===== src/rtl/game_types_pkg.sv =====
// Shared types for the code-guessing game: state encoding, digit width and
// the default guess allowance.
package game_types;

  localparam int DIGIT_W             = 4;
  localparam int DEFAULT_MAX_CHANCES = 5;

  typedef enum logic [3:0] {
    S_IDLE        = 4'd0,
    S_SET_D3      = 4'd1,
    S_SET_D2      = 4'd2,
    S_SET_D1      = 4'd3,
    S_SET_D0      = 4'd4,
    S_GUESS_D3    = 4'd5,
    S_GUESS_D2    = 4'd6,
    S_GUESS_D1    = 4'd7,
    S_GUESS_D0    = 4'd8,
    S_SHOW_RESULT = 4'd9,
    S_WIN         = 4'd10,
    S_LOSE        = 4'd11
  } state_t;

  // Digit slot being entered in a SET/GUESS state (3 = leftmost).
  function automatic logic [1:0] digit_pos(input state_t s);
    case (s)
      S_SET_D3, S_GUESS_D3: digit_pos = 2'd3;
      S_SET_D2, S_GUESS_D2: digit_pos = 2'd2;
      S_SET_D1, S_GUESS_D1: digit_pos = 2'd1;
      default:              digit_pos = 2'd0;
    endcase
  endfunction

endpackage


===== src/rtl/game_ctrl_if.sv =====
// Link between the key/switch front end, the game sequencer and the display.
// Handshake: confirm is a single-cycle strobe with no back-pressure; it is
// accepted only in the cycle where sw_valid (or the state's own rule) allows.
interface game_ctrl_if;
  import game_types::*;

  logic               confirm;
  logic [9:0]         sw;
  state_t             state;
  logic [DIGIT_W-1:0] target [3:0];
  logic [DIGIT_W-1:0] guess  [3:0];
  logic [DIGIT_W-1:0] candidate;
  logic               sw_valid;
  logic [2:0]         chances;
  logic               blink_on;

  modport master (
    input  confirm, sw,
    output state, target, guess, candidate, sw_valid, chances, blink_on
  );

  modport slave (
    output confirm, sw,
    input  state, target, guess, candidate, sw_valid, chances, blink_on
  );

endinterface


===== src/rtl/game_ctrl_sw_digit_encoder.sv =====
// Maps the 10 slide switches to the lowest selected digit and flags whether
// exactly one switch is up.
module sw_digit_encoder
  import game_types::*;
(
  input  logic [9:0]         sw,
  output logic [DIGIT_W-1:0] candidate,
  output logic               onehot
);

  always_comb begin
    candidate = '0;
    // Descending scan so the lowest set bit is written last and wins.
    for (int i = 9; i >= 0; i--) begin
      if (sw[i]) candidate = DIGIT_W'(i);
    end
    onehot = (sw != '0) && ((sw & (sw - 10'd1)) == '0);
  end

endmodule


===== src/rtl/game_ctrl.sv =====
// Game sequencer: secret entry, guess entry with duplicate rejection, result
// display hold, win/lose, plus the free-running blink used by the display.
module game_ctrl
  import game_types::*;
#(
  parameter int MAX_CHANCES = DEFAULT_MAX_CHANCES,
  parameter int BLINK_DIV   = 12_500_000,
  parameter int SHOW_CYCLES = 150_000_000
) (
  input  logic        clk,
  input  logic        rst,
  game_ctrl_if.master bus
);

  localparam int BLINK_W = (BLINK_DIV > 2) ? $clog2(BLINK_DIV) : 1;
  localparam int SHOW_W  = (SHOW_CYCLES > 2) ? $clog2(SHOW_CYCLES) : 1;
  localparam logic [BLINK_W-1:0] BLINK_LAST = BLINK_W'(BLINK_DIV - 1);
  localparam logic [SHOW_W-1:0]  SHOW_LAST  = SHOW_W'(SHOW_CYCLES - 1);
  localparam logic [2:0]         CHANCES_INIT = 3'(MAX_CHANCES);

  state_t             state_q, state_d;
  logic [DIGIT_W-1:0] target_q [3:0];
  logic [DIGIT_W-1:0] target_d [3:0];
  logic [DIGIT_W-1:0] guess_q  [3:0];
  logic [DIGIT_W-1:0] guess_d  [3:0];
  logic [2:0]         chances_q, chances_d;
  logic               blink_q, blink_d;
  logic [BLINK_W-1:0] blink_cnt_q, blink_cnt_d;
  logic [SHOW_W-1:0]  show_cnt_q, show_cnt_d;

  logic [DIGIT_W-1:0] candidate;
  logic               onehot;
  logic               dup;
  logic               sw_valid;
  logic               commit;
  logic [1:0]         pos;
  logic               in_set, in_guess;

  sw_digit_encoder u_enc (
    .sw        (bus.sw),
    .candidate (candidate),
    .onehot    (onehot)
  );

  // A digit may not repeat one already committed to the left of the slot.
  always_comb begin
    pos      = digit_pos(state_q);
    in_set   = (state_q >= S_SET_D3) && (state_q <= S_SET_D0);
    in_guess = (state_q >= S_GUESS_D3) && (state_q <= S_GUESS_D0);
    dup      = 1'b0;
    for (int k = 0; k < 4; k++) begin
      if (k > int'(pos)) begin
        if (in_set   && (target_q[k] == candidate)) dup = 1'b1;
        if (in_guess && (guess_q[k]  == candidate)) dup = 1'b1;
      end
    end
    sw_valid = onehot && !dup;
    commit   = bus.confirm && sw_valid;
  end

  always_comb begin
    state_d     = state_q;
    target_d    = target_q;
    guess_d     = guess_q;
    chances_d   = chances_q;
    show_cnt_d  = show_cnt_q;
    blink_d     = blink_q;
    blink_cnt_d = blink_cnt_q + BLINK_W'(1);

    if (blink_cnt_q == BLINK_LAST) begin
      blink_cnt_d = '0;
      blink_d     = ~blink_q;
    end

    case (state_q)
      S_IDLE: begin
        if (bus.confirm) state_d = S_SET_D3;
      end
      S_SET_D3, S_SET_D2, S_SET_D1: begin
        if (commit) begin
          target_d[pos] = candidate;
          state_d       = state_t'(state_q + 4'd1);
        end
      end
      S_SET_D0: begin
        if (commit) begin
          target_d[0] = candidate;
          state_d     = S_GUESS_D3;
          chances_d   = CHANCES_INIT;
        end
      end
      S_GUESS_D3, S_GUESS_D2, S_GUESS_D1: begin
        if (commit) begin
          guess_d[pos] = candidate;
          state_d      = state_t'(state_q + 4'd1);
        end
      end
      S_GUESS_D0: begin
        if (commit) begin
          guess_d[0] = candidate;
          if ((guess_q[3] == target_q[3]) && (guess_q[2] == target_q[2]) &&
              (guess_q[1] == target_q[1]) && (candidate  == target_q[0])) begin
            state_d = S_WIN;
          end else begin
            if (chances_q != 3'd0) chances_d = chances_q - 3'd1;
            state_d    = S_SHOW_RESULT;
            show_cnt_d = '0;
          end
        end
      end
      S_SHOW_RESULT: begin
        if (bus.confirm || (show_cnt_q == SHOW_LAST)) begin
          show_cnt_d = '0;
          state_d    = (chances_q == 3'd0) ? S_LOSE : S_GUESS_D3;
        end else begin
          show_cnt_d = show_cnt_q + SHOW_W'(1);
        end
      end
      S_WIN, S_LOSE: begin
        if (bus.confirm) begin
          state_d   = S_IDLE;
          chances_d = CHANCES_INIT;
        end
      end
      default: begin
        state_d   = S_IDLE;
        chances_d = CHANCES_INIT;
      end
    endcase
  end

  always_ff @(posedge clk) begin
    if (rst) begin
      state_q     <= S_IDLE;
      target_q    <= '{default: '0};
      guess_q     <= '{default: '0};
      chances_q   <= CHANCES_INIT;
      blink_q     <= 1'b0;
      blink_cnt_q <= '0;
      show_cnt_q  <= '0;
    end else begin
      state_q     <= state_d;
      target_q    <= target_d;
      guess_q     <= guess_d;
      chances_q   <= chances_d;
      blink_q     <= blink_d;
      blink_cnt_q <= blink_cnt_d;
      show_cnt_q  <= show_cnt_d;
    end
  end

  assign bus.state     = state_q;
  assign bus.target    = target_q;
  assign bus.guess     = guess_q;
  assign bus.chances   = chances_q;
  assign bus.blink_on  = blink_q;
  assign bus.candidate = candidate;
  assign bus.sw_valid  = sw_valid;

endmodule


===== src/flat_wrapper.sv =====
// flat-port wrapper written by rule: the top's interface ports become plain ports
module game_ctrl_flat import game_types::*;
#(
  parameter int MAX_CHANCES = DEFAULT_MAX_CHANCES,
  parameter int BLINK_DIV   = 12_500_000,
  parameter int SHOW_CYCLES = 150_000_000
)
  (clk, rst, bus_confirm, bus_sw, bus_state, bus_target, bus_guess, bus_candidate, bus_sw_valid, bus_chances, bus_blink_on);
  game_ctrl_if bus_i ();
  input  logic clk;
  input  logic rst;
  input wire logic [$bits(bus_i.confirm)-1:0] bus_confirm;
  input wire logic [$bits(bus_i.sw)-1:0] bus_sw;
  output wire logic [$bits(bus_i.state)-1:0] bus_state;
  output wire logic [$bits(bus_i.target)-1:0] bus_target;
  output wire logic [$bits(bus_i.guess)-1:0] bus_guess;
  output wire logic [$bits(bus_i.candidate)-1:0] bus_candidate;
  output wire logic [$bits(bus_i.sw_valid)-1:0] bus_sw_valid;
  output wire logic [$bits(bus_i.chances)-1:0] bus_chances;
  output wire logic [$bits(bus_i.blink_on)-1:0] bus_blink_on;
  assign bus_i.confirm = bus_confirm;
  assign bus_i.sw = bus_sw;
  assign bus_state = bus_i.state;
  assign bus_target = {>>{bus_i.target}};
  assign bus_guess = {>>{bus_i.guess}};
  assign bus_candidate = bus_i.candidate;
  assign bus_sw_valid = bus_i.sw_valid;
  assign bus_chances = bus_i.chances;
  assign bus_blink_on = bus_i.blink_on;
  game_ctrl #(.MAX_CHANCES(MAX_CHANCES), .BLINK_DIV(BLINK_DIV), .SHOW_CYCLES(SHOW_CYCLES)) u_core (.clk(clk), .rst(rst), .bus(bus_i));
endmodule

===== config.mk =====
export PLATFORM = sky130hd
export DESIGN_NAME = game_ctrl_flat
export DESIGN_NICKNAME = d
export VERILOG_FILES = /design/src/rtl/game_types_pkg.sv /design/src/rtl/game_ctrl_if.sv /design/src/rtl/game_ctrl_sw_digit_encoder.sv /design/src/rtl/game_ctrl.sv /design/src/flat_wrapper.sv
export SDC_FILE = /design/constraint.sdc
export NUM_CORES = 1
export LEC_CHECK = 0
export ABC_AREA = 0
export ABC_CLOCK_PERIOD_IN_PS = 5400
export CAP_MARGIN = 20
export CORE_MARGIN = 3
export CORE_UTILIZATION = 58
export DETAILED_ROUTE_END_ITERATION = 10
export PLACE_DENSITY = 0.81
export SYNTH_ARGS = -nofsm -noshare
export SYNTH_HDL_FRONTEND = slang
export SYNTH_SLANG_ARGS = --single-unit

===== constraint.sdc =====
create_clock -name clk -period 5.4 [get_ports clk]
set_input_delay 1.35 -clock clk [delete_from_list [all_inputs] [get_ports clk]]
set_output_delay 1.35 -clock clk [all_outputs]
set_load 0.05 [all_outputs]

==> results of run 1 <==
-- worst reg2reg max path, stage by stage (launching register included) --
cell and delay (ps):
dfxtp_1 390, inv_1 120, ha_1 330, nor3_1 380
nor2_1 190, or4_1 540, a2111oi_0 330, a22o_1 260
nor4b_4 70, buf_4 230, and2_4 210, o21ai_1 190
mux2_2 360
-- cell families (layout without fill, tap and decap cells) --
kind of cell,count (synthesis),in the layout,synth area share [%]
compound gates,162,162,17.99
xor+xnor,42,42,6.513
fa+ha+maj,10,10,2.171
buf+inv,55,106,4.430
flops,92,92,32.61
mux,27,27,4.896
simple gates,297,297,31.39
-- sequential cells by signal, indices dropped and copies added (netlist names) --
name	cells
u_core.bus.target	16
u_core.bus.chances	3
u_core.show_cnt_q	28
u_core.bus.state	4
u_core.bus.blink_on	1
u_core.blink_cnt_q	24
u_core.bus.guess	16
-- routing by layer --
metal  part of all wire (%)  up-vias  routed length (um)
li1                       -     2594                   -
met1                     44     2496                6561
met2                     46      190                6929
met3                    6.4       39                 956
met4                    3.2        0                 470
met5                      0        -                   0
-- cell usage in the layout (no fill, tap or decap), drive strengths merged, types with 3 or more instances in the layout --
cell type / Yosys / routed
nand2: 26 / 26
xnor2: 20 / 20
a2111oi: 7 / 7
nand2b: 12 / 12
a211oi: 9 / 9
nor2: 83 / 83
nor3: 11 / 11
a21o: 4 / 4
ha: 9 / 9
nand4: 16 / 16
buf: 14 / 24
clkinv: 1 / 4
o22ai: 4 / 4
clkbuf: 26 / 10
and4: 3 / 3
mux2i: 25 / 25
or2: 6 / 6
nor2b: 22 / 22
nor4: 9 / 9
o21ai: 58 / 58
or4b: 5 / 5
nand3b: 11 / 11
dfxtp: 92 / 92
or3: 8 / 8
and3: 16 / 16
clkdlybuf4s50: 0 / 51
nand3: 30 / 30
inv: 14 / 15
o31ai: 7 / 7
or4: 19 / 19
a21oi: 40 / 40
and2: 7 / 7
a2bb2oi: 3 / 3
nor4b: 8 / 8
a31oi: 8 / 8
xor2: 22 / 22
-- per-stage QoR --
step | std cells | hold WS (ps)
6_report | 865 | 450.6
5_1_grt | 865 | 477.9
4_1_cts | 865 | 457.0
3_5_place_dp | 849 | 444.3
3_3_place_gp | 849 | 422.2
2_1_floorplan | 685 | 412.9
-- how the worst min path moves through the flow --
| stage | startpoint | endpoint | slack, ps |
|---|---|---|---|
| 2_1_floorplan | u_core.blink_cnt_q[0] | u_core.blink_cnt_q[0] | 410 |
| 3_3_place_gp | u_core.blink_cnt_q[0] | u_core.blink_cnt_q[0] | 420 |
| 3_5_place_dp | u_core.blink_cnt_q[0] | u_core.blink_cnt_q[0] | 440 |
| 4_1_cts | u_core.blink_cnt_q[0] | u_core.blink_cnt_q[0] | 460 |
| 5_1_grt | u_core.blink_cnt_q[0] | u_core.blink_cnt_q[0] | 480 |
| 6_report | u_core.blink_cnt_q[0] | u_core.blink_cnt_q[0] | 450 |
-- cell type report --
class                           instances  share of cell area (%)
Clock inverter                          6                   1.451
Multi-Input combinational cell        538                   54.33
Tap cell                              129                   2.463
Clock buffer                           10                   2.100
Timing Repair Buffer                   75                   10.69
Sequential cell                        92                   28.10
Inverter                               15                  0.8591
-- repair_timing --
item | in CTS | in global routing
setup buffers | 0 | 0
setup endpoints to repair | 0 | 1
gates resized for setup | 0 | 1
-- where the power goes --
part | switching (mW) | internal [mW] | leakage (nW)
clock | 0.256 | 0.278 | 0.117
combinational | 0.231 | 0.129 | 1.58
sequential | 0.00985 | 0.686 | 0.742
total | 0.497 | 1.09 | 2.43
==> impl_metrics.json, run 1 <==
{
  "status": "finished, final reports clean",
  "cts_tree": "yes",
  "track_usage_pct": 26.93,
  "cts_buffer_depth": 2,
  "cts_buffers": 9,
  "multiInputGateArea_um2": 3561,
  "synth_nets": 707,
  "grt_pass1_wl_um": 24490,
  "boundaryPins": 58,
  "root_buffer": "clkbuf_8",
  "firstDrtPassIters": 5,
  "synth-seq-cells": 92,
  "ys_seq_area_share_pct": 32.61,
  "syn-instance-count": 685,
  "fp.dieH_um": 104.7,
  "peakVddDrop_uv": 259.9,
  "viasPerCell": 6.149,
  "final-seq-area_um2": 1842,
  "finish.utilization_pct": 69.93,
  "die_width_um": 104.7,
  "arrival_ps": 3880,
  "reg2reg_slack_ps": 1700,
  "avgSynthCellArea_um2": 8.245,
  "cp-end-kind": "output port",
  "start_util_pct": 60.27,
  "use_met3_pct": 5.188,
  "yosys_warnings": 0,
  "fin_ws_ps": 170.4,
  "period_share_pct": 96.84,
  "slowest_delay_ps": 560,
  "clock_latency_ps": 360,
  "fillCellCount": 752,
  "syn_to_final_growth_pct": 16.04,
  "cp_top_family": "compound AO/OA/AOI/OAI gates",
  "grt_max_degree": 62,
  "post-route-min-period_ps": 5230,
  "async_reset_ff_share_pct": 0,
  "grt_antenna_before_repair": 0,
  "drtAntennaViolNets": 0,
  "grt_util_met1_pct": 35.06,
  "synth_flop_cell": "dfxtp_1",
  "drt_iter0_markers": 370,
  "grt_use_met2_pct": 43.50,
  "crit_path_start_kind": "input pin",
  "clock_sinks": 92,
  "dp_slack_ps": 189.7,
  "worstSetupEndpoint": "bus_sw_valid",
  "grt_pass1_vias": 5037,
  "worst_slew_pin_slew_ps": 997.5,
  "rr_worst_depth": 12,
  "drt_wl_total_um": 14920,
  "grt_busiest_layer": "met2",
  "place.gp.congestion": 0.9532,
  "coreArea_um2": 9371,
  "critPathBufInv": 3,
  "min_delay_path_depth": 1,
  "cp-startpoint": "bus_sw[3]",
  "timing.rr.end": "u_core.bus.chances[1]",
  "die-area_um2": 10960,
  "fin_skew_ps": 13.48,
  "syn_area_um2": 5648,
  "yosysMostFrequentCell": "dfxtp_1",
  "crit_cells": 9,
  "yosysUniqueCellTypes": 80,
  "setup_viol": 0,
  "cts_hold_buffers": 0,
  "crit_chain": "clkdlybuf4s50_1 -> nor4_1 -> buf_4 -> nand3_2 -> a211o_1 -> a2111oi_1 -> o2111ai_1 -> nor4b_4 -> buf_12",
  "path_class": "input pin to output port",
  "r2r_start": "u_core.bus.state[1]",
  "layout.nets": 753,
  "relSlewSlack_pct": 33.50,
  "ys_top_cells_by_area": "dfxtp_1 33%, nor2_1 5.4%, o21ai_0 4.5%",
  "timing.fmax_mhz": 191.2,
  "hold_path_class": "flop to flop",
  "power_density_nw_per_um2": 242.6,
  "worstPathRequired_ps": 4050,
  "place_area_um2": 6316,
  "rsz0062_at_grt": "no",
  "setup_tns_ps": 0,
  "drcViolationCount": 0,
  "dp_hpwl_um": 10590,
  "drive_above_1_share_pct": 9.375,
  "fin_area_um2": 6554,
  "portBuffers": 57,
  "fp-row-count": 35,
  "synth_top_cell_by_area": "dfxtp_1",
  "clk_pin_slew_ps": 90,
  "final-hold-violation-count": 0,
  "cap_violations": 0,
  "yosysTopAreaCellShare_pct": 32.61,
  "vias": 5319,
  "critPathSlowestCell": "clkdlybuf4s50_1",
  "htreeDepth": 3,
  "grt_overflow_total": 0,
  "slew_violations": 0,
  "wl_per_cell_um": 17.25,
  "antenna_cells": 0,
  "synth-edff-count": 0,
  "synth_common_cells": "92 x dfxtp_1, 82 x nor2_1, 51 x o21ai_0",
  "critPathMaxFanout": 10,
  "p_leak_nw": 2.435,
  "finalPower_mw": 1.590
}
Power figures use the tool's default switching activity.
==> run 2, diff against run 1 <==
Settings changed: SETUP_SLACK_MARGIN from default to 0.02.
==> run 2 against run 1 <==
  * Utilization about the same
  * Die area stayed put
  * Sequential share of layout area barely moved
  * Worst setup slack improved by 15 ps
  * Final cell count unchanged
  * Count of clock-buffer cells in the layout unchanged
  * Non-clock buffer count unchanged
  * Via count is the same
  * Hold slack is the same
  * Critical path type unchanged
  * Critical endpoint unchanged
  * Largest power group unchanged
==> impl_metrics.json, run 2 (synthesis gave the netlist of run 1 again) <==
{
  "cts_buffer_depth": 2,
  "place.gp.congestion": 0.9532,
  "timing.fmax_mhz": 191.8,
  "dp_hpwl_um": 10590,
  "wl_per_cell_um": 17.26,
  "critPathMaxFanout": 4,
  "drive_above_1_share_pct": 9.375,
  "layout.nets": 753,
  "fp-row-count": 35,
  "rsz0062_at_grt": "no",
  "grt_pass1_vias": 5037,
  "path_class": "input pin to output port",
  "grt_max_degree": 62,
  "clk_pin_slew_ps": 90,
  "post_cts_buffers": 0,
  "worst_slew_pin_slew_ps": 994.5,
  "p_int_mw": 1.093,
  "root_buffer": "clkbuf_8",
  "place_area_um2": 6316,
  "period_share_pct": 96.57,
  "track_usage_pct": 26.93,
  "worstPathRequired_ps": 4050,
  "fp.dieH_um": 104.7,
  "drt_iter0_markers": 372,
  "start_util_pct": 60.27,
  "antenna_cells": 0,
  "viasPerCell": 6.149,
  "cts_hold_buffers": 0,
  "layout_common_cells": "92 x dfxtp_1, 82 x nor2_1, 51 x o21ai_0",
  "peakVddDrop_uv": 259.9,
  "boundaryPins": 58,
  "largestRegisters": "u_core.show_cnt_q: 28 flops, u_core.blink_cnt_q: 24 flops",
  "drtAntennaViolNets": 0,
  "drcViolationCount": 0,
  "pwr-share-clk_pct": 33.5,
  "grt_overflow_total": 0,
  "hold_path_class": "flop to flop",
  "cts_buffers": 9,
  "relSlewSlack_pct": 33.70,
  "top_register": "u_core.show_cnt_q",
  "ctsResizeCount": 0,
  "cp-end-kind": "output port",
  "cap_violations": 0,
  "sw_frac_of_total_pct": 31.21,
  "arrival_ps": 3860,
  "p_seq_share_pct": 43.8,
  "switching_power_mw": 0.4962,
  "whs_ps": 450.6,
  "setup_viol": 0,
  "power_frac_comb_pct": 22.7,
  "fin_area_um2": 6556,
  "htreeDepth": 3,
  "slew_violations": 0,
  "clock_latency_ps": 360,
  "syn_to_final_growth_pct": 16.08,
  "firstDrtPassIters": 5,
  "grt_antenna_before_repair": 0,
  "final_common_cell": "dfxtp_1",
  "vias": 5319,
  "final-hold-violation-count": 0,
  "post-route-min-period_ps": 5215,
  "largest_reg_flops": 28,
  "p_leak_nw": 2.444,
  "power_density_nw_per_um2": 242.5,
  "clock_sinks": 92,
  "cts_tree": "yes",
  "drt_wl_total_um": 14930,
  "coreArea_um2": 9371,
  "grt_pass1_wl_um": 24490,
  "portBuffers": 57,
  "setup_tns_ps": 0,
  "status": "finished, final reports clean",
  "die-area_um2": 10960,
  "fin_skew_ps": 13.48,
  "crit_path_start_kind": "input pin",
  "die_width_um": 104.7
}
run 2: changes by cell type in the layout (fill, tap and decap cells not counted), sizes merged:
cell | previous run | this run
clkdlybuf4s50 | 51 | 50
dlymetal6s2s | 0 | 1
run 2: routing by layer:
| metal | up-vias | share of wire, % | track usage, % |
|---|---|---|---|
| li1 | 2595 | - | - |
| met1 | 2500 | 44 | 35.06 |
| met2 | 185 | 46 | 43.50 |
| met3 | 39 | 6.6 | 5.188 |
| met4 | 0 | 3.1 | 11.81 |
| met5 | - | 0 | 0 |
run 2: path summary, 6_finish.rpt:
kind / cells past startpoint / start / slack, ps / end
setup / recovery: 8 / bus_sw[6] / 190 / bus_sw_valid
hold / removal: 1 / u_core.blink_cnt_q[0] / 450 / u_core.blink_cnt_q[0]
setup reg to reg: 12 / u_core.bus.state[1] / 1700 / u_core.bus.chances[1]
hold reg to reg: 1 / u_core.blink_cnt_q[0] / 450 / u_core.blink_cnt_q[0]
run 2: stage by stage:
| stage | instances | worst slack (ps) | util [%] | power (mW) |
|---|---|---|---|---|
| after floorplan | 685 | 414.8 | - | 0.9762 |
| after global placement | 849 | 181.7 | 67.40 | 1.059 |
| after detailed placement | 849 | 189.7 | 67.40 | 1.065 |
| after CTS | 865 | 172.8 | 69.88 | 1.596 |
| after global routing | 865 | 38.63 | 69.96 | 1.662 |
| final | 865 | 185.1 | 69.96 | 1.590 |
run 2: critical path: stages:
cell and delay [ps]:
clkdlybuf4s50_1 440, or4_1 620, o21ai_0 410, a211oi_1 140, a2111o_1 370, o22ai_2 270
nor4b_4 90, buf_12 160
run 2: cell type report:
cell class              instances  area [um^2]
fillers                       751         2815
clock inverters                 6        95.09
inverters                      15        56.30
multi-input cells             538         3561
repair buffers                 75        703.2
well taps                     129        161.4
clock buffers                  10        137.6
flip-flops and latches         92         1842
run 2: power by group through the flow:
stage               sequential [mW]  clock, mW  combinational, mW
finish                        0.696      0.533              0.360
global route                  0.698      0.570              0.395
CTS                           0.696      0.544              0.355
detailed placement            0.712          0              0.353
global placement              0.712          0              0.347
floorplan                     0.730          0              0.246
==> run 3, diff against run 2 <==
Settings changed: PLACE_DENSITY 0.81 to 0.92, SLEW_MARGIN from default to 5.
==> run 3 against run 2 <==
  * Non-clock buffer count rose by 2
  * Register-to-register slack got worse by 120 ps
  * Critical path depth did not move
  * Critical path type unchanged
  * Largest power group unchanged
==> impl_metrics.json, run 3 (synthesis gave the netlist of run 1 again) <==
{
  "place.gp.congestion": 0.9738,
  "fin_skew_ps": 10.83,
  "drt_iter0_markers": 375,
  "cap_violations": 0,
  "fin_ws_ps": 154.8,
  "status": "finished, final reports clean",
  "antenna_cells": 0,
  "p_leak_nw": 2.419,
  "layout.nets": 755,
  "worst_slew_pin_slew_ps": 924.9,
  "arrival_ps": 3900,
  "clock_sinks": 92,
  "largest_reg_flops": 28,
  "peakVddDrop_uv": 159.1,
  "final_common_cell": "dfxtp_1",
  "grt_pass1_wl_um": 25980,
  "grt_overflow_total": 0,
  "drive_above_1_share_pct": 9.621,
  "root_buffer": "clkbuf_8",
  "period_share_pct": 97.13,
  "cts_tree": "yes",
  "clk_pin_slew_ps": 90,
  "top_register": "u_core.show_cnt_q",
  "setup_tns_ps": 0,
  "cts_hold_buffers": 0,
  "drcViolationCount": 0,
  "final-seq-area_um2": 1842,
  "fp.dieH_um": 104.7,
  "grt_max_degree": 49,
  "dp_slack_ps": 158.8,
  "cts_buffers": 9,
  "boundaryPins": 58,
  "drtAntennaViolNets": 0,
  "relSlewSlack_pct": 38.14,
  "clock_latency_ps": 360,
  "multiInputGateArea_um2": 3561,
  "critPathMaxFanout": 9,
  "track_usage_pct": 28.41,
  "fp-row-count": 35,
  "power_density_nw_per_um2": 232.5,
  "firstDrtPassIters": 5,
  "hold_path_class": "flop to flop",
  "wl_met2_um": 7335,
  "met3WireLength_um": 1026,
  "die-area_um2": 10960,
  "drt_wl_total_um": 15500,
  "fin_area_um2": 6528,
  "highest_layer": "met4",
  "dp_hpwl_um": 11060,
  "fillCellCount": 735,
  "crit_chain": "clkdlybuf4s50_1 -> or4_4 -> nor2_4 -> xor2_1 -> nor4b_1 -> a22o_1 -> nor4b_4 -> buf_12",
  "layout_common_cells": "92 x dfxtp_1, 82 x nor2_1, 51 x o21ai_0, 51 x clkdlybuf4s50_1, 39 x a21oi_1",
  "place_area_um2": 6331,
  "rsz0062_at_grt": "no",
  "worstPathRequired_ps": 4050,
  "slew_violations": 0,
  "htreeDepth": 3,
  "viasPerCell": 6.273,
  "crit_path_start_kind": "input pin",
  "post-route-min-period_ps": 5245,
  "portBuffers": 57,
  "grt_antenna_before_repair": 0,
  "setup_viol": 0,
  "cts_buffer_depth": 2,
  "slowest_delay_ps": 650,
  "cp-end-kind": "output port",
  "path_class": "input pin to output port",
  "wl_met1_um": 6677,
  "timing.fmax_mhz": 190.7,
  "die_width_um": 104.7,
  "coreArea_um2": 9371,
  "start_util_pct": 60.27,
  "final-hold-violation-count": 0,
  "grt_pass1_vias": 5299,
  "syn_to_final_growth_pct": 15.57,
  "largestRegisters": "u_core.show_cnt_q: 28 flops, u_core.blink_cnt_q: 24 flops",
  "wl_per_cell_um": 17.88,
  "critPathSlowestCell": "or4_4",
  "vias": 5439,
  "post_cts_buffers": 0
}
==> run 3: changes by cell type in the layout (fill, tap and decap cells not counted), sizes merged <==
cell / delta
inv: +3
buf: +2
bufinv: -2
clkbuf: -1
clkdlybuf4s50: +1
clkinv: -1
clkinvlp: +1
dlymetal6s2s: -1
==> run 3: final timing paths <==
path | from | to | slack (ps) | cells after the start
max | bus_sw[0] | bus_sw_valid | 150 | 8
min reg2reg | u_core.blink_cnt_q[0] | u_core.blink_cnt_q[0] | 450 | 1
max reg2reg | u_core.bus.state[1] | u_core.bus.target[9] | 1580 | 12
min | u_core.blink_cnt_q[0] | u_core.blink_cnt_q[0] | 450 | 1
==> run 3: layout make-up <==
cell class | instances | share of cell area (%)
Clock inverter | 7 | 1.035
Timing Repair Buffer | 77 | 10.96
Sequential cell | 92 | 28.22
Tap cell | 129 | 2.473
Multi-Input combinational cell | 538 | 54.55
Clock buffer | 9 | 1.898
Inverter | 15 | 0.8626
==> run 3: layer usage <==
metal  GRT usage, %  up-vias
met3          5.374       49
met5              0        -
li1               -     2601
met1          36.84     2572
met4          10.97        0
met2          46.86      217
==> run 3: worst max-delay path, delay by kind of cell <==
family	cells	cell delay [ps]
AO/OA/AOI/OAI	1	260
AND/OR/NAND/NOR	4	1380
XOR/XNOR	1	200
buffers and inverters	2	700
==> run 3: per-stage QoR <==
stage	hold WS (ps)	power, mW	std cells	util [%]
after floorplan	412.9	0.9762	685	-
after global placement	423.0	1.060	851	67.56
after detailed placement	432.0	1.068	851	67.56
after CTS	445.5	1.515	867	69.60
after global routing	479.1	1.583	867	69.65
final	445.7	1.518	867	69.65
==> run 3: what timing repair did <==
action,4_1_cts,5_1_grt
setup endpoints to repair,0,1
resized for setup,0,1
endpoints found under the hold margin,0,0
==> run 3: where the power goes <==
part	internal, mW	switching (mW)	total, mW
clock	0.179	0.273	0.452
sequential	0.686	0.0105	0.697
combinational	0.130	0.239	0.369
